File: src/rtl/chunk_serializer.sv
// chunk_serializer: snapshots a CHUNKS x 11-bit frame on in_valid/in_ready and streams it out, index 0 first.
// Optional: define CHUNK_SERIALIZER_PARITY_EN to add out_parity (even parity of out_chunk).

module chunk_snap_lane (
  input  logic        clock,
  input  logic        reset,
  input  logic        cap,
  input  logic [10:0] d,
  output logic [10:0] q
`ifdef CHUNK_SERIALIZER_PARITY_EN
  ,
  output logic        p
`endif
);
  always_ff @(posedge clock) begin
    if (reset)    q <= '0;
    else if (cap) q <= d;
  end

`ifdef CHUNK_SERIALIZER_PARITY_EN
  // parity is captured with the chunk so it never depends on the output mux
  always_ff @(posedge clock) begin
    if (reset)    p <= 1'b0;
    else if (cap) p <= ^d;
  end
`endif
endmodule

module chunk_serializer #(
  parameter  int CHUNKS = 5,
  localparam int IDX_W  = (CHUNKS > 1) ? $clog2(CHUNKS) : 1
) (
  input  logic             clock,
  input  logic             reset,
  input  logic             in_valid,
  output logic             in_ready,
  input  logic [10:0]      data [CHUNKS],
  output logic             out_valid,
  input  logic             out_ready,
  output logic [10:0]      out_chunk,
  output logic [IDX_W-1:0] out_index,
  output logic             out_last,
  output logic [15:0]      frame_count
`ifdef CHUNK_SERIALIZER_PARITY_EN
  ,
  output logic             out_parity
`endif
);
  typedef enum logic {IDLE = 1'b0, SEND = 1'b1} state_t;

  localparam logic [IDX_W-1:0] LAST_IDX = IDX_W'(CHUNKS - 1);

  state_t                      state, state_nxt;
  logic [IDX_W-1:0]            idx;
  logic [15:0]                 fcnt;
  logic [CHUNKS-1:0][10:0]     snap;
  logic                        cap, acc, done;

  assign cap  = (state == IDLE) && in_valid;
  assign acc  = (state == SEND) && out_ready;
  assign done = acc && (idx == LAST_IDX);

  always_ff @(posedge clock) begin
    if (reset) state <= IDLE;
    else       state <= state_nxt;
  end

  always_comb begin
    state_nxt = state;
    case (state)
      IDLE:    if (in_valid) state_nxt = SEND;
      SEND:    if (done)     state_nxt = IDLE;
      default: state_nxt = IDLE;
    endcase
  end

  always_comb begin
    in_ready  = (state == IDLE);
    out_valid = (state == SEND);
    out_last  = (state == SEND) && (idx == LAST_IDX);
  end

  always_ff @(posedge clock) begin
    if (reset)             idx <= '0;
    else if (cap)          idx <= '0;
    else if (acc && !done) idx <= idx + IDX_W'(1);
  end

  // modular counter, wraps silently
  always_ff @(posedge clock) begin
    if (reset)     fcnt <= '0;
    else if (done) fcnt <= fcnt + 16'd1;
  end

  assign frame_count = fcnt;
  assign out_index   = idx;

`ifdef CHUNK_SERIALIZER_PARITY_EN
  logic [CHUNKS-1:0] par;
`endif

  for (genvar i = 0; i < CHUNKS; i++) begin : g_lane
    chunk_snap_lane u_lane (
      .clock (clock),
      .reset (reset),
      .cap   (cap),
      .d     (data[i]),
      .q     (snap[i])
`ifdef CHUNK_SERIALIZER_PARITY_EN
      ,
      .p     (par[i])
`endif
    );
  end

  // output is a register mux only; data never reaches out_* combinationally
  always_comb begin
    out_chunk = '0;
    for (int i = 0; i < CHUNKS; i++)
      if (idx == IDX_W'(i)) out_chunk = snap[i];
  end

`ifdef CHUNK_SERIALIZER_PARITY_EN
  always_comb begin
    out_parity = 1'b0;
    for (int i = 0; i < CHUNKS; i++)
      if (idx == IDX_W'(i)) out_parity = par[i];
  end
`endif
endmodule

File: config.mk
export PLATFORM = sky130hd
export DESIGN_NAME = chunk_serializer
export DESIGN_NICKNAME = d
export VERILOG_FILES = /design/src/rtl/chunk_serializer.sv
export SDC_FILE = /design/constraint.sdc
export NUM_CORES = 1
export LEC_CHECK = 0
export CAP_MARGIN = 15
export CORE_MARGIN = 2
export CORE_UTILIZATION = 40
export CTS_CLUSTER_DIAMETER = 50
export DETAILED_ROUTE_END_ITERATION = 8
export DONT_BUFFER_PORTS = 1
export GPL_ROUTABILITY_DRIVEN = 0
export HOLD_SLACK_MARGIN = 0.08
export SYNTH_ARGS = -nofsm -noshare
export SYNTH_HDL_FRONTEND = slang
export SYNTH_SLANG_ARGS = --single-unit
File: constraint.sdc
create_clock -name clock -period 6.1 [get_ports clock]
set_input_delay 1.22 -clock clock [delete_from_list [all_inputs] [get_ports clock]]
set_output_delay 1.22 -clock clock [all_outputs]
set_load 0.005 [all_outputs]
==> results of run 1 <==
## synth_stat cells, types with 2 or more instances
master / instances / share of area
a31o_2: 2 / 0.0052
xnor2_1: 7 / 0.018
xor2_1: 4 / 0.010
a22o_1: 10 / 0.026
nand2_1: 120 / 0.13
nand3_1: 7 / 0.010
a21oi_1: 61 / 0.091
a221oi_1: 10 / 0.026
nor3_1: 16 / 0.024
buf_2: 2 / 0.0030
a311o_1: 10 / 0.030
nor2b_1: 14 / 0.026
inv_1: 6 / 0.0067
ha_1: 6 / 0.022
buf_1: 2 / 0.0022
nor2_1: 17 / 0.019
and2_1: 2 / 0.0037
clkbuf_1: 25 / 0.028
dfxtp_1: 75 / 0.45
nand4_1: 4 / 0.0075
## worst max path at each step
stage / slack (ns) / cells after the start / to / start
final: 2.27 / 5 / out_chunk[3] / out_index[2]
after detailed placement: 2.65 / 5 / out_chunk[3] / out_index[2]
after global routing: 2.06 / 5 / out_chunk[0] / out_index[2]
after CTS: 2.25 / 5 / out_chunk[3] / out_index[2]
after global placement: 2.68 / 5 / out_chunk[3] / out_index[2]
after floorplan: 3.12 / 7 / out_chunk[2] / out_index[2]
## through the flow
| step | power [mW] | instances |
|---|---|---|
| after floorplan | 0.599 | 419 |
| after global placement | 0.612 | 497 |
| after detailed placement | 0.614 | 497 |
| after CTS | 1.00 | 513 |
| after global routing | 1.04 | 513 |
| final | 0.989 | 513 |
## cells by family after synthesis
group / Yosys count / synth area share
muxes: 3 / 0.0108
xor gates and xnor gates: 11 / 0.0288
buffers and inverters: 35 / 0.0400
AOI/OAI and AO/OA: 96 / 0.185
and+or+nand+nor: 193 / 0.264
adders and majority gates: 6 / 0.0224
DFF: 75 / 0.449
## flip-flops by register name, indices dropped and copies added (netlist names)
signal           count
out_valid            1
frame_count         16
g_lane.u_lane.q     55
out_index            3
## metal layers
metal / vias up / track usage
li1: 1412 / -
met1: 1264 / 0.254
met2: 65 / 0.306
met3: 12 / 0.0569
met4: 0 / 0.0738
met5: - / 0
## cell type report
cell class | count | area (um2)
inverters | 6 | 22.5
flip-flops and latches | 75 | 1500
multi-input cells | 309 | 1720
clock inverters | 5 | 62.6
well taps | 105 | 131
fillers | 842 | 4580
clock buffers | 11 | 141
repair buffers | 2 | 15.0
## critical path, stage by stage, from the launching register on
cell and delay [ns]:
dfxtp_1 0.41, inv_1 0.32, ha_1 0.51, nor2b_1 0.64, a22o_1 0.24, a311o_1 0.16
## power groups by stage
stage	clock (mW)	sequential (mW)	combinational, mW
floorplan	0	0.533	0.0661
global placement	0	0.540	0.0719
detailed placement	0	0.540	0.0740
CTS	0.397	0.529	0.0743
global route	0.420	0.531	0.0844
finish	0.387	0.529	0.0733
==> impl_metrics.toml, run 1 <==
[clocking]
htree_levels = 3
clk_latency_ns = 0.35
cts_buffer_depth = 2
cts_tree = "yes"
clock-sinks = 75
cts-root-buf = "clkbuf_8"
cts_post_setup_buffers_inserted = 0
cts_hold_buffers = 0
post_cts_resized = 0
cts_buffers = 9
clkTransAtPathRegs_ns = 0.07

[setup_path]
r2r_start = "out_index[0]"
timing.reg2reg.setup_slack_ns = 3.90
path_class = "flip-flop to output port"
critPathCaptureType = "output port"
crit_required_ns = 4.88
r2r_end = "out_index[2]"
arrival_ns = 2.61
cp-start-kind = "flip-flop"
critPathMaxFanout = 13
r2r_cells = 6

[sta]
rsz0062_at_grt = "no"
fin_ws_ns = 2.27
drv_slew = 0
hold_slack_ns = 0.458
setup_viol = 0
final.setup_skew_ns = 0.0130
worst_pin_slew_ns = 0.696
tns_ns = 0
clock.fmax_mhz = 261
finalCriticalPeriod_ns = 3.83
max-slew-margin-rel = 0.535
finalHoldViolations = 0
finalCritPeriodShare = 0.628

[global_route]
grt_start_max_net_pins = 78
grt_pass1_vias = 2634
grt.overflow.total = 0
antenna_found_initial = 0
grt_pass1_wl_um = 13500
track_usage = 0.195

[yosys]
avgSynthCellArea_um2 = 7.98
synth.cell_area_um2 = 3350
synth-main-ff-cell = "dfxtp_1"
syn_nets = 484
ys_seq_area_frac = 0.449
async_flop_share = 0
yosysUniqueCellTypes = 39
synth-edff-count = 0
yosys_warnings = 0
synth_cells = 419
ys_ff_latch = 75

[floorplan]
core_um2 = 8180
die_w_um = 95.5
start_util = 0.409
die_area_um2 = 9110
die_h_um = 95.5
core.rowCount = 33
io_pins = 92

[power_and_ir_drop]
powerDensity_nw_per_um2 = 275
netSwitchingFraction = 0.252
leakage_nw = 1.28
p_sw_mw = 0.249
clkPwrFrac = 0.391
p_comb_frac = 0.074
p_int_mw = 0.740
peakVddDrop_mv = 0.123
seqPwrFrac = 0.535

[status]
status = "finished, final reports clean"

[hold_path]
holdPathStages = 2
hold_start = "g_lane[2].u_lane.q[3]"
min_to = "g_lane[2].u_lane.q[3]"
hold_class = "flip-flop to flip-flop"

[detailed_routing]
antenna_left = 0
highest_layer = "met4"
vias = 2753
m1WireLength_um = 3920
met2_length_um = 3920
wirelength_um = 8590
dr.pass1.iters = 4
wl_per_cell_um = 16.7
drtIter0Drc = 84
viasPerCell = 5.37
drcViolationCount = 0
wl_met3_um = 605

[final_layout]
drive_gt1_frac = 0.0662
final_nets = 468
syn_to_final_growth_pct = 7.37
final_util = 0.439
final_common_cell = "nand2_1"
diodes = 0
design_area_um2 = 3590
layout_common_cells = "nand2_1 (120), dfxtp_1 (75), a21oi_1 (61)"

[placed_design]
dp_hpwl_um = 6000
place_area_um2 = 3390
port_buffers = 0
dp_slack_ns = 2.65

[flow_run]
maxCapViolations = 0
No activity file was read; power rests on OpenSTA's default activity.
==> run 2, diff against run 1 <==
- clock period: 6.1 -> 3.2 ns (I/O delays scaled with it)
==> run 2 against run 1 <==
Against the previous run: clock skew shrank 0.0059 ns; worst setup slack lost 2.2 ns; routed wire length grew 2.7%; first-iteration DRC count grew 68%; cell area grew 1.2%; die area is the same.
==> impl_metrics.toml, run 2 (same netlist as run 1, synthesis figures left out) <==
[status]
status = "finished, final reports clean"

[global_route]
grt_start_max_net_pins = 78
grt.overflow.total = 0
grt_pass1_wl_um = 13500
antenna_found_initial = 0
track_usage = 0.197
grt_pass1_vias = 2589

[setup_path]
arrival_ns = 2.45
r2r_cells = 6
critPathMaxFanout = 13
cp-start-kind = "flip-flop"
path_class = "flip-flop to output port"
crit_required_ns = 2.56
critPathCaptureType = "output port"

[power_and_ir_drop]
powerDensity_nw_per_um2 = 545
netSwitchingFraction = 0.238
power_mw = 1.98
peakVddDrop_mv = 0.174
leakage_nw = 1.30
p_int_mw = 1.51
clkPwrFrac = 0.419
p_sw_mw = 0.472
p_comb_frac = 0.075
seqPwrFrac = 0.506

[final_layout]
final_nets = 470
largest_reg_flops = 55
nFillCells = 846
syn_to_final_growth_pct = 8.68
final_util = 0.445
drive_gt1_frac = 0.0756
regArea_um2 = 1500
layout_common_cells = "nand2_1 (120), dfxtp_1 (75), a21oi_1 (61)"
diodes = 0
multi_input_area_um2 = 1720
regMostFlops = "g_lane.u_lane.q"
final_common_cell = "nand2_1"

[sta]
tns_ns = 0
max-slew-margin-rel = 0.537
fin_ws_ns = 0.110
setup_viol = 0
worst_pin_slew_ns = 0.695
finalCriticalPeriod_ns = 3.09
rsz0062_at_grt = "no"
clock.fmax_mhz = 324
finalCritPeriodShare = 0.966
final.setup_skew_ns = 0.00711
drv_slew = 0
finalHoldViolations = 0

[floorplan]
die_h_um = 95.5
die_w_um = 95.5
core.rowCount = 33
start_util = 0.409
core_um2 = 8180
die_area_um2 = 9110
io_pins = 92

[hold_path]
hold_class = "primary input to flip-flop"
holdPathStages = 1

[detailed_routing]
vias = 2851
drtIter0Drc = 141
viasPerCell = 5.54
antenna_left = 0
wirelength_um = 8820
wl_per_cell_um = 17.1
dr.pass1.iters = 4
drcViolationCount = 0

[clocking]
cts-root-buf = "clkbuf_8"
cts_post_setup_buffers_inserted = 0
clock-sinks = 75
htree_levels = 3
cts_tree = "yes"
cts_buffer_depth = 2
cts_buffers = 9
clk_latency_ns = 0.35
clkTransAtPathRegs_ns = 0.08
cts_hold_buffers = 0

[placed_design]
port_buffers = 0
dp_slack_ns = 0.362
dp_hpwl_um = 6130

[flow_run]
maxCapViolations = 0
[run 2: power by group through the flow]
stage	registers [mW]	clock network (mW)	logic (mW)
2_1_floorplan	1.02	0	0.126
3_3_place_gp	1.02	0	0.146
3_5_place_dp	1.02	0	0.150
4_1_cts	1.00	0.856	0.151
5_1_grt	1.01	0.892	0.169
6_report	1.00	0.830	0.149
[run 2: area by class of cell]
cell class	count	area share
Tap cell	105	0.0361
Sequential cell	75	0.413
Timing Repair Buffer	4	0.00826
Clock buffer	12	0.0427
Inverter	6	0.00619
Multi-Input combinational cell	309	0.474
Clock inverter	4	0.0200
[run 2: metrics by stage]
stage	instance area, um2	hold WS [ns]	instances
detailed placement	3400	0.442	499
finish	3640	0.357	515
global placement	3400	0.439	499
global route	3640	0.327	515
floorplan	3350	0.436	419
CTS	3630	0.330	515
[run 2: layer usage]
layer	global-route usage	vias to the layer above	part of all wire
met2	0.309	73	0.46
met3	0.0601	11	0.067
met4	0.0810	0	0.015
li1	-	1416	-
met5	0	-	0
met1	0.251	1351	0.45
[run 2: critical path, stage by stage (launching register included)]
cell	delay, ns
dfxtp_1	0.45
ha_1	0.52
nor2b_2	0.20
a221oi_1	0.47
nor3_1	0.14
a311o_1	0.32
[run 2: timing repair]
item	CTS	global route
pin swaps	0	0
endpoints found under the setup margin	3	10
resized for setup	1	1
[run 2: worst paths after layout]
path                         start                    end  slack, ns
min                          reset        frame_count[14]       0.36
max reg2reg           out_index[0]           out_index[2]       0.99
min reg2reg  g_lane[4].u_lane.q[1]  g_lane[4].u_lane.q[1]       0.45
max                   out_index[0]           out_chunk[4]       0.11
